File: src/rtl/hazard_scheduler.sv
// rtl/hazard_scheduler.sv - load-use stall, EX bubble and operand forwarding control for a 5-stage pipeline
// Tracks EX/MEM/WB producer records; stalls one cycle per load-use pair and counts stall cycles.
module hazard_scheduler #(
  parameter int REG_AW = 5,
  parameter int CNT_W  = 16
) (
  input  logic              clk,
  input  logic              rst,
  input  logic              id_valid,
  input  logic [REG_AW-1:0] id_rs,
  input  logic [REG_AW-1:0] id_rt,
  input  logic              id_uses_rt,
  input  logic              id_we_r,
  input  logic              id_ma,
  input  logic [REG_AW-1:0] id_destAddr,
  output logic              stall,
  output logic              pc_en,
  output logic              ex_bubble,
  output logic [1:0]        fwdA,
  output logic [1:0]        fwdB,
  output logic              mem_we_r,
  output logic              wb_we_r,
  output logic [REG_AW-1:0] wb_destAddr,
  output logic [CNT_W-1:0]  stall_count
);

  localparam logic [CNT_W-1:0] CNT_MAX = '1;

  logic              r_ex_valid, r_ex_we_r, r_ex_ma, r_ex_uses_rt;
  logic [REG_AW-1:0] r_ex_dest, r_ex_rs, r_ex_rt;
  logic              r_mem_valid, r_mem_we_r, r_mem_ma;
  logic [REG_AW-1:0] r_mem_dest;
  logic              r_wb_valid, r_wb_we_r, r_wb_ma;
  logic [REG_AW-1:0] r_wb_dest;
  logic [CNT_W-1:0]  r_stall_count;

  logic w_hz, w_advance, w_mem_fwd_ok, w_wb_fwd_ok;

  // A load in EX cannot forward yet, so a dependent decode instruction must wait one cycle.
  assign w_hz = id_valid & r_ex_valid & r_ex_ma & r_ex_we_r & (r_ex_dest != '0) &
                ((r_ex_dest == id_rs) | (id_uses_rt & (r_ex_dest == id_rt)));
  assign w_advance = id_valid & ~w_hz;

  assign stall     = w_hz;
  assign pc_en     = ~w_hz;
  assign ex_bubble = ~w_advance;

  // A MEM-stage load has no ALU result to offer; only the WB stage can supply loaded data.
  assign w_mem_fwd_ok = r_mem_valid & r_mem_we_r & ~r_mem_ma & (r_mem_dest != '0);
  assign w_wb_fwd_ok  = r_wb_valid & r_wb_we_r & (r_wb_dest != '0);

  always_comb begin
    fwdA = 2'b00;
    fwdB = 2'b00;
    if (r_ex_valid) begin
      if (w_mem_fwd_ok && (r_mem_dest == r_ex_rs))
        fwdA = 2'b01;
      else if (w_wb_fwd_ok && (r_wb_dest == r_ex_rs))
        fwdA = 2'b10;
      if (r_ex_uses_rt) begin
        if (w_mem_fwd_ok && (r_mem_dest == r_ex_rt))
          fwdB = 2'b01;
        else if (w_wb_fwd_ok && (r_wb_dest == r_ex_rt))
          fwdB = 2'b10;
      end
    end
  end

  assign mem_we_r    = r_mem_valid & r_mem_we_r;
  assign wb_we_r     = r_wb_valid & r_wb_we_r;
  assign wb_destAddr = r_wb_dest;
  assign stall_count = r_stall_count;

  always_ff @(posedge clk) begin
    if (rst) begin
      r_ex_valid    <= 1'b0;
      r_ex_we_r     <= 1'b0;
      r_ex_ma       <= 1'b0;
      r_ex_uses_rt  <= 1'b0;
      r_ex_dest     <= '0;
      r_ex_rs       <= '0;
      r_ex_rt       <= '0;
      r_mem_valid   <= 1'b0;
      r_mem_we_r    <= 1'b0;
      r_mem_ma      <= 1'b0;
      r_mem_dest    <= '0;
      r_wb_valid    <= 1'b0;
      r_wb_we_r     <= 1'b0;
      r_wb_ma       <= 1'b0;
      r_wb_dest     <= '0;
      r_stall_count <= '0;
    end else begin
      r_wb_valid   <= r_mem_valid;
      r_wb_we_r    <= r_mem_we_r;
      r_wb_ma      <= r_mem_ma;
      r_wb_dest    <= r_mem_dest;
      r_mem_valid  <= r_ex_valid;
      r_mem_we_r   <= r_ex_we_r;
      r_mem_ma     <= r_ex_ma;
      r_mem_dest   <= r_ex_dest;
      r_ex_valid   <= w_advance;
      r_ex_we_r    <= id_we_r;
      r_ex_ma      <= id_ma;
      r_ex_uses_rt <= id_uses_rt;
      r_ex_dest    <= id_destAddr;
      r_ex_rs      <= id_rs;
      r_ex_rt      <= id_rt;
      if (w_hz && (r_stall_count != CNT_MAX))
        r_stall_count <= r_stall_count + 1'b1;
    end
  end

endmodule

File: config.mk
export PLATFORM = sky130hd
export DESIGN_NAME = hazard_scheduler
export DESIGN_NICKNAME = d
export VERILOG_FILES = /design/src/rtl/hazard_scheduler.sv
export SDC_FILE = /design/constraint.sdc
export NUM_CORES = 1
export LEC_CHECK = 0
export ABC_AREA = 1
export ABC_CLOCK_PERIOD_IN_PS = 2000
export BUFFER_PORTS_ARGS = -buffer_cell sky130_fd_sc_hd__buf_2
export CAP_MARGIN = 20
export CORE_MARGIN = 10
export CORE_UTILIZATION = 40
export DETAILED_ROUTE_END_ITERATION = 8
export PLACE_DENSITY_LB_ADDON = 0.12
export SLEW_MARGIN = 20
export SYNTH_ARGS = -nofsm -noshare
export SYNTH_HDL_FRONTEND = slang
export SYNTH_SLANG_ARGS = --single-unit
File: constraint.sdc
create_clock -name clk -period 2 [get_ports clk]
set_input_delay 0.1 -clock clk [delete_from_list [all_inputs] [get_ports clk]]
set_output_delay 0.1 -clock clk [all_outputs]
set_load 0.01 [all_outputs]
# Yosys cells after proc, flatten, opt, wreduce, memory -nomap -nowiden
# Index checks and enable logic that the tools add are counted.
# totals
elab_cells	54
ff_bits	50
inputBits	21
# classes
n_eq_ne	7
n_bitwise	16
n_mux	7
n_addsub	1
n_reduce_logical	8
# op_table
cell	count
$eq A5 B5 Y1	6
$add A16 B1 Y16 const B	1
$ne A16 B16 Y1 const B	1
$reduce_bool A5 Y1	3
$mux W2	7
$and A1 B1 Y1	12
$logic_and A1 B1 Y1	5
$not A1 Y1	3
$or A1 B1 Y1	1

# Logic depth before layout (Yosys ltp)
# Gate-level depths: netlist of run 1.
# logic_depth
word_depth	8
depth_mapped	10
mapped_depth_nobuf	10

# Worst setup path after synthesis of run 1
# No wires, ideal clock.
# synth_timing
path_type	register to register
from	register r_stall_count[1] (netlist: stall_count[1])
to	register r_stall_count[11] (netlist: stall_count[11])
slack_ps	428
stages_incl_launch_ff	8
t_required_ps	1865
arrival_ps	1437
period_less_slack_ps	1572
path_buffers	1
setup_ps	135
path_cell_list	dfxtp_1 > ha_1 > nand2_1 > nor2_4 > nand4_4 > clkbuf_1 > nand4_1 > a21oi_2
# synth_via
elab_chain_cells	2
# synth_lines
item	line_no	rtl
from (decl)	35	logic [CNT_W-1:0] r_stall_count;
from (signal assigned)	109	r_stall_count <= r_stall_count + 1'b1;
branches (longest 2 deep; another with $add A16 B1 Y16)	n/a	
# Parallel ways; which one is timed is not known.
# A chain may end at the register's enable or synchronous reset.

# Worst setup path in the final report of run 1
# layout_timing
from	register r_mem_dest[0]
to	output fwdB[0]
# layout_via
elab_chain_cells	6
# layout_lines
item	line_no	rtl
from (decl)	32	logic [REG_AW-1:0] r_mem_dest;
from (signal assigned)	100	r_mem_dest <= r_ex_dest;
$reduce_bool A5 Y1	49	assign w_mem_fwd_ok = r_mem_valid & r_mem_we_r & ~r_mem_ma & (r_mem_dest != '0);
$and A1 B1 Y1	49	
$logic_and A1 B1 Y1 (*)	61	if (w_mem_fwd_ok && (r_mem_dest == r_ex_rt))
$mux W2 (*)	61	
$mux W2 (*)	60	if (r_ex_uses_rt) begin
$mux W2 (*)	55	if (r_ex_valid) begin
to (decl)	20	output logic [1:0] fwdB,
# Every way passes the cells marked *; elsewhere a longest branch is shown, timed or not.

==> impl_metrics.py, run 1 <==
metrics = {
    "outcome": {
        "outcome": "finished clean",
    },
    "critical_path": {
        "start_kind": "flip-flop",
        "crit_fanout": 3,
        "r2r_cells": 8,
        "r2r-end": "stall_count[12]",
        "cp.required_ps": 1900,
        "rrSetupSlack_ps": 310,
        "r2r-start": "stall_count[0]",
        "critPathCaptureType": "output pin",
        "criticalPathCategory": "flip-flop to output pin",
        "cp_data_arrival_time_ps": 1670,
    },
    "sta": {
        "rsz0062_at_grt": "false",
        "clock_skew_ps": 7.12,
        "min_period_over_period_pct": 88.7,
        "tightest_slew_ps": 379,
        "setup_slack_ps": 226,
        "hold_viol_final": 0,
        "setup_tns_ps": 0,
        "final-setup-viol-count": 0,
        "slew-limit-headroom_pct": 74.5,
        "period_needed_ps": 1770,
        "max_freq_mhz": 564,
        "drv_slew": 0,
    },
    "cts": {
        "numCtsBuffers": 5,
        "ctsResizeCount": 0,
        "htreeDepth": 2,
        "clock_latency_ps": 310,
        "cts_root_buf": "clkbuf_8",
        "post_cts_buffers": 0,
        "clockBufferDepth": 2,
        "cts.clk_slew.worst_paths_ps": 100,
        "tritoncts": "yes",
        "hold_buffers": 7,
        "cts_num_sinks": 50,
    },
    "power_and_ir_drop": {
        "internal_power_w": 0.00136,
        "power_switching_share_pct": 25.9,
        "peakVddDrop_uv": 409,
        "clockPowerShare_pct": 33.3,
        "power_density_nw_per_um2": 610,
        "power_frac_seq_pct": 57.4,
        "combPwrFrac_pct": 9.3,
        "switchingPower_w": 0.000475,
        "leakage_nw": 1.47,
    },
    "logic_synthesis": {
        "syn_nets": 373,
        "netlist_top_cells_area": "dfxtp_1 40%, nand2_1 11%, nor2_1 8.7%",
        "syn_area_sq_um": 2500,
        "yosysSeqAreaShare_pct": 40.0,
        "synth_cell_types": 28,
        "yosys.area.top_type": "dfxtp_1",
        "synth_cells": 351,
        "ys_warn_count": 0,
        "synth-seq-cells": 50,
        "syn_area_per_cell_sq_um": 7.13,
        "yosysTopAreaCellShare_pct": 40.0,
    },
    "job": {
        "cap_violations": 0,
    },
    "cells_and_area": {
        "antennaDiodeCount": 0,
        "instances_no_fill": 488,
        "multi_input_area_sq_um": 1240,
        "fin_util_pct": 50.2,
        "nets": 434,
        "regArea_sq_um": 1000,
        "syn_to_final_growth_pct": 20.1,
        "fillCellCount": 610,
        "drive_above_1_share_pct": 20.6,
    },
    "die": {
        "core_sq_um": 5990,
        "start_util_pct": 41.8,
        "die_h_um": 99.1,
        "fp.dieArea_sq_um": 9820,
        "fp-row-count": 28,
        "die_w_um": 99.1,
        "io-pin-count": 51,
    },
    "route": {
        "drc": 0,
        "drtPass1Iterations": 4,
        "wirelength_mm": 5.97,
        "drt-initial-drc-count": 142,
        "vias": 2236,
        "wl_per_cell_um": 12.2,
        "ant_nets": 0,
        "routed_via_density": 4.58,
    },
    "worst_hold_path": {
        "hold_path_end": "r_ex_rt[2]",
        "min_path_type": "primary input to flip-flop",
        "min_path_cells": 3,
        "hold_start": "id_rt[2]",
    },
    "global_route": {
        "grt_pass1_wl_mm": 10.2,
        "antenna_found_initial": 0,
        "grt_max_degree": 25,
        "grt_pass1_vias": 2113,
        "overflow": 0,
        "grt_usage_pct": 12.3,
    },
    "placed_design": {
        "gp_congestion": 0.829,
        "place_inst": 473,
        "post-place-ws_ps": 312,
        "portBuffers": 50,
        "place_hpwl_mm": 4.75,
    },
}
how the worst max path moves through the flow:
| stage | startpoint | to | slack (ps) | depth (start not counted) |
|---|---|---|---|---|
| 3_5_place_dp | stall_count[0] | stall_count[12] | 310 | 8 |
| 2_1_floorplan | stall_count[1] | stall_count[11] | 430 | 7 |
| 5_1_grt | r_ex_dest[1] | ex_bubble | 10 | 9 |
| 6_report | r_mem_dest[0] | fwdB[0] | 230 | 6 |
| 4_1_cts | r_mem_dest[0] | fwdB[0] | 190 | 6 |
| 3_3_place_gp | stall_count[0] | stall_count[12] | 370 | 8 |
cell families after synthesis:
| group | count (synthesis) | synth area share, % |
|---|---|---|
| AOI/OAI and AO/OA | 19 | 5.00 |
| xor gates and xnor gates | 26 | 9.10 |
| DFF | 50 | 40.0 |
| adders and majority gates | 1 | 0.500 |
| buffers and inverters | 65 | 10.4 |
| and+or+nand+nor | 190 | 35.0 |
power groups by stage:
| stage | registers, W | logic, W | clock network [W] |
|---|---|---|---|
| finish | 0.00105 | 0.000170 | 0.000610 |
| CTS | 0.00105 | 0.000172 | 0.000636 |
| global route | 0.00106 | 0.000195 | 0.000677 |
| global placement | 0.00108 | 0.000162 | 0 |
| floorplan | 0.00107 | 0.000106 | 0 |
| detailed placement | 0.00108 | 0.000161 | 0 |
synth_stat cells, drive strengths merged:
cell type   n
ha          1
buf         3
nand3      17
or3         1
nand4      19
nand2      81
nor2b       1
o21ai       4
xor2       10
clkbuf      6
nor2       60
dfxtp      50
xnor2      16
a21oi      15
and2        1
nand3b      1
nor4        2
nor3        7
inv        56
per-stage QoR:
stage	area [sq um]	total power (W)	hold slack (ps)
final	3010	0.00183	18.6
after global routing	3010	0.00193	27.4
after CTS	3010	0.00186	12.4
after detailed placement	2840	0.00124	307
after global placement	2840	0.00124	301
after floorplan	2500	0.00118	207
placed cells by master (no fill, tap or decap):
| cell | instances |
|---|---|
| a21oi_1 | 7 |
| a21oi_2 | 8 |
| and2_1 | 1 |
| buf_2 | 50 |
| buf_4 | 6 |
| clkbuf_8 | 5 |
| clkinv_4 | 1 |
| clkinvlp_4 | 1 |
| dfxtp_1 | 50 |
| dlygate4sd3_1 | 7 |
| ha_1 | 1 |
| inv_1 | 54 |
| inv_2 | 2 |
| inv_6 | 1 |
| nand2_1 | 75 |
| nand2_2 | 6 |
| nand3_1 | 16 |
| nand3_4 | 1 |
| nand3b_1 | 1 |
| nand4_1 | 18 |
| nand4_4 | 1 |
| nor2_1 | 58 |
| nor2_4 | 2 |
| nor2b_1 | 1 |
| nor3_1 | 6 |
| nor3_4 | 1 |
| nor4_1 | 2 |
| o21ai_0 | 4 |
| or3_1 | 1 |
| xnor2_1 | 16 |
| xor2_1 | 10 |
worst max-delay path, stage by stage (launching register included):
cell,delay [ps]
dfxtp_1,400
inv_1,70
nand2_1,80
o21ai_0,140
nor4_1,380
nor2b_1,170
buf_2,130
routing by layer:
layer	vias to the layer above	GRT usage (%)	share of wire [%]
li1	1207	-	-
met5	-	0	0
met3	8	3.74	5.9
met4	0	3.64	1.1
met1	976	17.1	52
met2	45	17.7	41
area by class of cell:
type,count,share of cell area (%)
multi-input cells,236,41.3
flip-flops and latches,50,33.3
repair buffers,63,12.2
inverters,56,6.99
well taps,75,3.12
clock buffers,5,2.29
clock inverters,3,0.833
sequential cells by signal, indices dropped and copies added, names as in the netlist, 5 cells and up:
name / count
r_ex_dest: 5
r_ex_rt: 5
r_mem_dest: 5
wb_destAddr: 5
stall_count: 16
r_ex_rs: 5
Note: power is estimated with default switching activity, not from simulation.
==> run 2: changes to the inputs <==
--- a/config.mk
+++ b/config.mk
@@ -6,11 +6,10 @@
 export NUM_CORES = 1
 export LEC_CHECK = 0
 export ABC_AREA = 1
-export ABC_CLOCK_PERIOD_IN_PS = 2000
 export BUFFER_PORTS_ARGS = -buffer_cell sky130_fd_sc_hd__buf_2
 export CAP_MARGIN = 20
 export CORE_MARGIN = 10
-export CORE_UTILIZATION = 40
+export CORE_UTILIZATION = 25
 export DETAILED_ROUTE_END_ITERATION = 8
 export PLACE_DENSITY_LB_ADDON = 0.12
 export SLEW_MARGIN = 20
==> run 2 against run 1 <==
- critical path depth is 3 higher
- non-clock buffer count is 5 higher
- sequential power hardly changed
- clock skew is 0.85 ps lower
- critical endpoint is now ex_bubble
- highest routed layer unchanged
==> impl_metrics.py, run 2 (synthesis results as in run 1) <==
metrics = {
    "outcome": {
        "outcome": "finished clean",
    },
    "global_route": {
        "grt_max_degree": 25,
        "antenna_found_initial": 0,
        "overflow": 0,
        "grt_pass1_vias": 2266,
        "grt_usage_pct": 9.70,
        "grt_pass1_wl_mm": 11.5,
    },
    "cts": {
        "cts.clk_slew.worst_paths_ps": 110,
        "cts_num_sinks": 50,
        "clock_latency_ps": 310,
        "numCtsBuffers": 5,
        "htreeDepth": 2,
        "tritoncts": "yes",
        "clockBufferDepth": 2,
        "cts_root_buf": "clkbuf_8",
    },
    "placed_design": {
        "place_hpwl_mm": 5.51,
        "portBuffers": 50,
        "gp_congestion": 0.809,
    },
    "sta": {
        "period_needed_ps": 1810,
        "hold_viol_final": 0,
        "min_period_over_period_pct": 90.4,
        "rsz0062_at_grt": "false",
        "slew-limit-headroom_pct": 66.4,
        "max_freq_mhz": 553,
        "clock_skew_ps": 6.27,
        "final-setup-viol-count": 0,
        "setup_tns_ps": 0,
        "drv_slew": 0,
        "tightest_slew_ps": 504,
    },
    "power_and_ir_drop": {
        "clockPowerShare_pct": 34.8,
        "internal_power_w": 0.00137,
        "peakVddDrop_uv": 238,
        "combPwrFrac_pct": 9.2,
        "power_switching_share_pct": 27.4,
        "switchingPower_w": 0.000517,
        "power_frac_seq_pct": 56.0,
        "leakage_nw": 1.51,
        "power_density_nw_per_um2": 600,
    },
    "cells_and_area": {
        "antennaDiodeCount": 0,
        "final_common_cell": "nand2_1",
        "final_cell_mix": "75 x nand2_1, 58 x nor2_1, 54 x inv_1, 50 x buf_2, 50 x dfxtp_1",
        "fillCellCount": 1115,
        "largest_reg_flops": 16,
        "fin_util_pct": 32.1,
        "nets": 439,
        "syn_to_final_growth_pct": 25.5,
        "drive_above_1_share_pct": 21.5,
    },
    "critical_path": {
        "criticalPathCategory": "flip-flop to output pin",
        "cp.required_ps": 1900,
        "path_cells": "inv_2 > nand2_1 > nand2_1 > nor2_1 > nand3_1 > a21oi_1 > inv_1 > nand2_1 > buf_2",
        "slowest_delay_ps": 430,
        "critPathSlowestCell": "dfxtp_1",
        "crit_fanout": 4,
        "cp_data_arrival_time_ps": 1710,
        "start_kind": "flip-flop",
        "critPathCaptureType": "output pin",
        "cp_common_cell": "nand2_1",
    },
    "die": {
        "fp.dieArea_sq_um": 14400,
        "die_w_um": 120,
        "fp-row-count": 36,
        "core_sq_um": 9770,
        "io-pin-count": 51,
        "die_h_um": 120,
        "start_util_pct": 25.6,
    },
    "route": {
        "drtPass1Iterations": 4,
        "wl_per_cell_um": 12.4,
        "wl_met2_mm": 2.98,
        "dr_wl_met3_um": 274,
        "ant_nets": 0,
        "routed_via_density": 4.12,
        "wl_met1_mm": 3.52,
        "highest_layer": "met4",
        "drc": 0,
        "vias": 2271,
        "drt-initial-drc-count": 98,
        "wirelength_mm": 6.82,
    },
    "job": {
        "cap_violations": 0,
    },
    "worst_hold_path": {
        "min_path_type": "primary input to flip-flop",
    },
}
[run 2: cell types whose count changed in the layout (fill, tap and decap cells not counted)]
cell	previous run	this run
dlygate4sd3_1	7	8
buf_12	0	1
inv_8	0	1
buf_4	6	9
nor4_2	0	1
nor4_1	2	1
clkinvlp_4	1	0
[run 2: repair_timing]
item	4_1_cts	5_1_grt
setup buffers	0	2
endpoints found under the hold margin	8	0
endpoints found under the setup margin	0	2
gates resized for setup	0	1
hold buffers	8	0
[run 2: layout make-up]
type	count	area [sq um]	share of cell area [%]
clock buffer	5	68.8	2.19
clock inverter	3	28.8	0.916
inverter	56	210	6.69
multi-input combinational	236	1250	39.7
sequential	50	1000	31.9
tap	133	166	5.30
timing repair buffer	68	418	13.3
[run 2: power by group through the flow]
stage	clock, W	sequential, W	combinational, W
after floorplan	0	0.00107	0.000106
after global placement	0	0.00108	0.000162
after detailed placement	0	0.00108	0.000162
after CTS	0.000683	0.00106	0.000174
after global routing	0.000722	0.00106	0.000199
final	0.000655	0.00105	0.000173
[run 2: worst paths after layout]
kind | startpoint | end | slack [ps] | cells after the start
setup / recovery | r_ex_dest[4] | ex_bubble | 190 | 9
hold / removal | id_rt[2] | r_ex_rt[2] | 20 | 3
setup reg to reg | stall_count[0] | stall_count[13] | 210 | 8
hold reg to reg | r_mem_valid | r_wb_valid | 440 | 2
[run 2: worst max-delay path: cells and delay by family (launching register included)]
kind            cells  cell delay, ps
compound gates      1             280
simple gates        5             410
buf+inv             3             280
flops               1             430
[run 2: per-layer routing]
layer,vias to the layer above,GRT usage [%]
met3,4,2.58
met5,-,0
met2,36,14.8
met4,0,2.94
li1,1216,-
met1,1015,13.0
[run 2: per-stage QoR]
stage	setup WS (ps)	instances	power, W	hold WS, ps	instance area [sq um]
2_1_floorplan	428	351	0.00118	207	2500
3_3_place_gp	270	533	0.00124	301	2930
3_5_place_dp	204	533	0.00124	309	2930
4_1_cts	124	549	0.00191	6.06	3110
5_1_grt	13.2	551	0.00198	23.1	3140
6_report	191	551	0.00188	17.2	3140
==> run 3: changes to the inputs <==
--- a/config.mk
+++ b/config.mk
@@ -11,6 +11,8 @@
 export CORE_MARGIN = 10
 export CORE_UTILIZATION = 25
 export DETAILED_ROUTE_END_ITERATION = 8
+export GPL_TIMING_DRIVEN = 0
+export HOLD_SLACK_MARGIN = 0.03
 export PLACE_DENSITY_LB_ADDON = 0.12
 export SLEW_MARGIN = 20
 export SYNTH_ARGS = -nofsm -noshare
==> run 3 against run 2 <==
- fmax rose by 1.5%
- clock skew up 1.5 ps
- sequential power is essentially flat
- worst hold slack gained 26 ps
- clock power decreased by 1%
- total power increased by 0.22%
- combinational power rose by 7%
- via count shrank 0.97%
- largest cell class unchanged
- first-iteration DRC count is 4.1% higher
==> impl_metrics.py, run 3 (synthesis results as in run 1) <==
metrics = {
    "outcome": {
        "outcome": "finished clean",
    },
    "cells_and_area": {
        "syn_to_final_growth_pct": 26.7,
        "final_common_cell": "nand2_1",
        "fin_util_pct": 32.4,
        "design_area_sq_um": 3170,
        "antennaDiodeCount": 0,
        "multi_input_area_sq_um": 1250,
        "nets": 444,
        "regArea_sq_um": 1000,
        "final_cell_mix": "75 x nand2_1, 58 x nor2_1, 54 x inv_1, 50 x buf_2, 50 x dfxtp_1",
        "drive_above_1_share_pct": 19.6,
        "largest_reg_flops": 16,
        "fillCellCount": 1100,
    },
    "critical_path": {
        "critPathCaptureType": "flip-flop",
        "crit_fanout": 10,
        "start_kind": "flip-flop",
        "cp_data_arrival_time_ps": 1970,
        "criticalPathCategory": "flip-flop to flip-flop",
        "cp.required_ps": 2190,
    },
    "placed_design": {
        "place_hpwl_mm": 5.55,
        "portBuffers": 49,
        "gp_congestion": 0.835,
        "place_area_sq_um": 2910,
        "post-place-ws_ps": 153,
    },
    "global_route": {
        "grt_usage_pct": 9.81,
        "grt_pass1_wl_mm": 11.3,
        "overflow": 0,
        "antenna_found_initial": 0,
        "grt_max_degree": 19,
        "grt_pass1_vias": 2260,
    },
    "die": {
        "fp.dieArea_sq_um": 14400,
        "io-pin-count": 51,
        "fp-row-count": 36,
        "start_util_pct": 25.6,
        "die_w_um": 120,
        "core_sq_um": 9770,
        "die_h_um": 120,
    },
    "power_and_ir_drop": {
        "leakage_nw": 1.50,
        "peakVddDrop_uv": 293,
        "internal_power_w": 0.00138,
        "power_switching_share_pct": 27.1,
        "power_density_nw_per_um2": 596,
        "combPwrFrac_pct": 9.8,
        "switchingPower_w": 0.000512,
        "clockPowerShare_pct": 34.3,
        "power_frac_seq_pct": 55.9,
    },
    "cts": {
        "post_cts_buffers": 0,
        "clockBufferDepth": 2,
        "htreeDepth": 2,
        "numCtsBuffers": 5,
        "clock_latency_ps": 310,
        "tritoncts": "yes",
        "cts.clk_slew.worst_paths_ps": 110,
        "cts_root_buf": "clkbuf_8",
        "cts_num_sinks": 50,
    },
    "sta": {
        "whs_ps": 43.5,
        "rsz0062_at_grt": "false",
        "hold_viol_final": 0,
        "period_needed_ps": 1780,
        "max_freq_mhz": 561,
        "final-setup-viol-count": 0,
        "tightest_slew_ps": 657,
        "min_period_over_period_pct": 89.1,
        "clock_skew_ps": 7.79,
        "slew-limit-headroom_pct": 56.2,
        "setup_slack_ps": 218,
        "drv_slew": 0,
        "setup_tns_ps": 0,
    },
    "route": {
        "wl_per_cell_um": 12.5,
        "drc": 0,
        "routed_via_density": 4.04,
        "vias": 2249,
        "wirelength_mm": 6.93,
        "drtPass1Iterations": 4,
        "ant_nets": 0,
        "drt-initial-drc-count": 102,
    },
    "job": {
        "cap_violations": 0,
    },
    "worst_hold_path": {
        "min_path_type": "primary input to flip-flop",
    },
}
## run 3: cell types whose count changed in the layout (fill, tap and decap cells not counted), sizes merged
cell         change
clkbuf           +6
buf              -8
dlygate4sd3      +7
## run 3: area by class of cell
cell class	instances	share of cell area, %
clock buffer	5	2.17
buffer	9	1.62
timing repair buffer	64	12.5
multi-input combinational	236	39.4
inverter	56	6.63
tap	133	5.25
clock inverter	3	0.908
sequential	50	31.6
## run 3: repair_timing
item,in CTS,in global routing
endpoints found under the setup margin,0,11
hold buffers,14,1
endpoints found under the hold margin,14,1
resized for setup,0,3
## run 3: stage by stage
stage | instances | total power, W
2_1_floorplan | 351 | 0.00118
3_3_place_gp | 533 | 0.00124
3_5_place_dp | 533 | 0.00124
4_1_cts | 555 | 0.00192
5_1_grt | 556 | 0.00199
6_report | 556 | 0.00189
## run 3: routing by layer
layer	routed length (um)	global-route usage (%)	part of all wire, %	up-vias
li1	-	-	-	1228
met1	3530	13.0	51	986
met2	3120	15.3	45	33
met3	245	2.63	3.5	2
met4	44	2.71	0.63	0
met5	0	0	0	-
## run 3: power groups by stage
stage	sequential [W]	combinational, W	clock (W)
2_1_floorplan	0.00107	0.000106	0
3_3_place_gp	0.00108	0.000164	0
3_5_place_dp	0.00108	0.000165	0
4_1_cts	0.00106	0.000186	0.000679
5_1_grt	0.00106	0.000213	0.000714
6_report	0.00105	0.000185	0.000648
## run 3: worst paths after layout
kind / from / to / slack (ps) / cells past startpoint
worst max register to register: stall_count[0] / stall_count[11] / 220 / 7
worst max-delay path: stall_count[0] / stall_count[11] / 220 / 7
worst min-delay path: id_valid / r_ex_valid / 40 / 3
worst min register to register: r_ex_ma / r_mem_ma / 430 / 2
## run 3: worst max-delay path, stage by stage (launching register included)
cell,delay (ps)
dfxtp_1,380
ha_1,200
nand2_1,150
nor2_4,260
nand4_4,170
clkbuf_2,250
nand4_1,180
a21oi_2,60
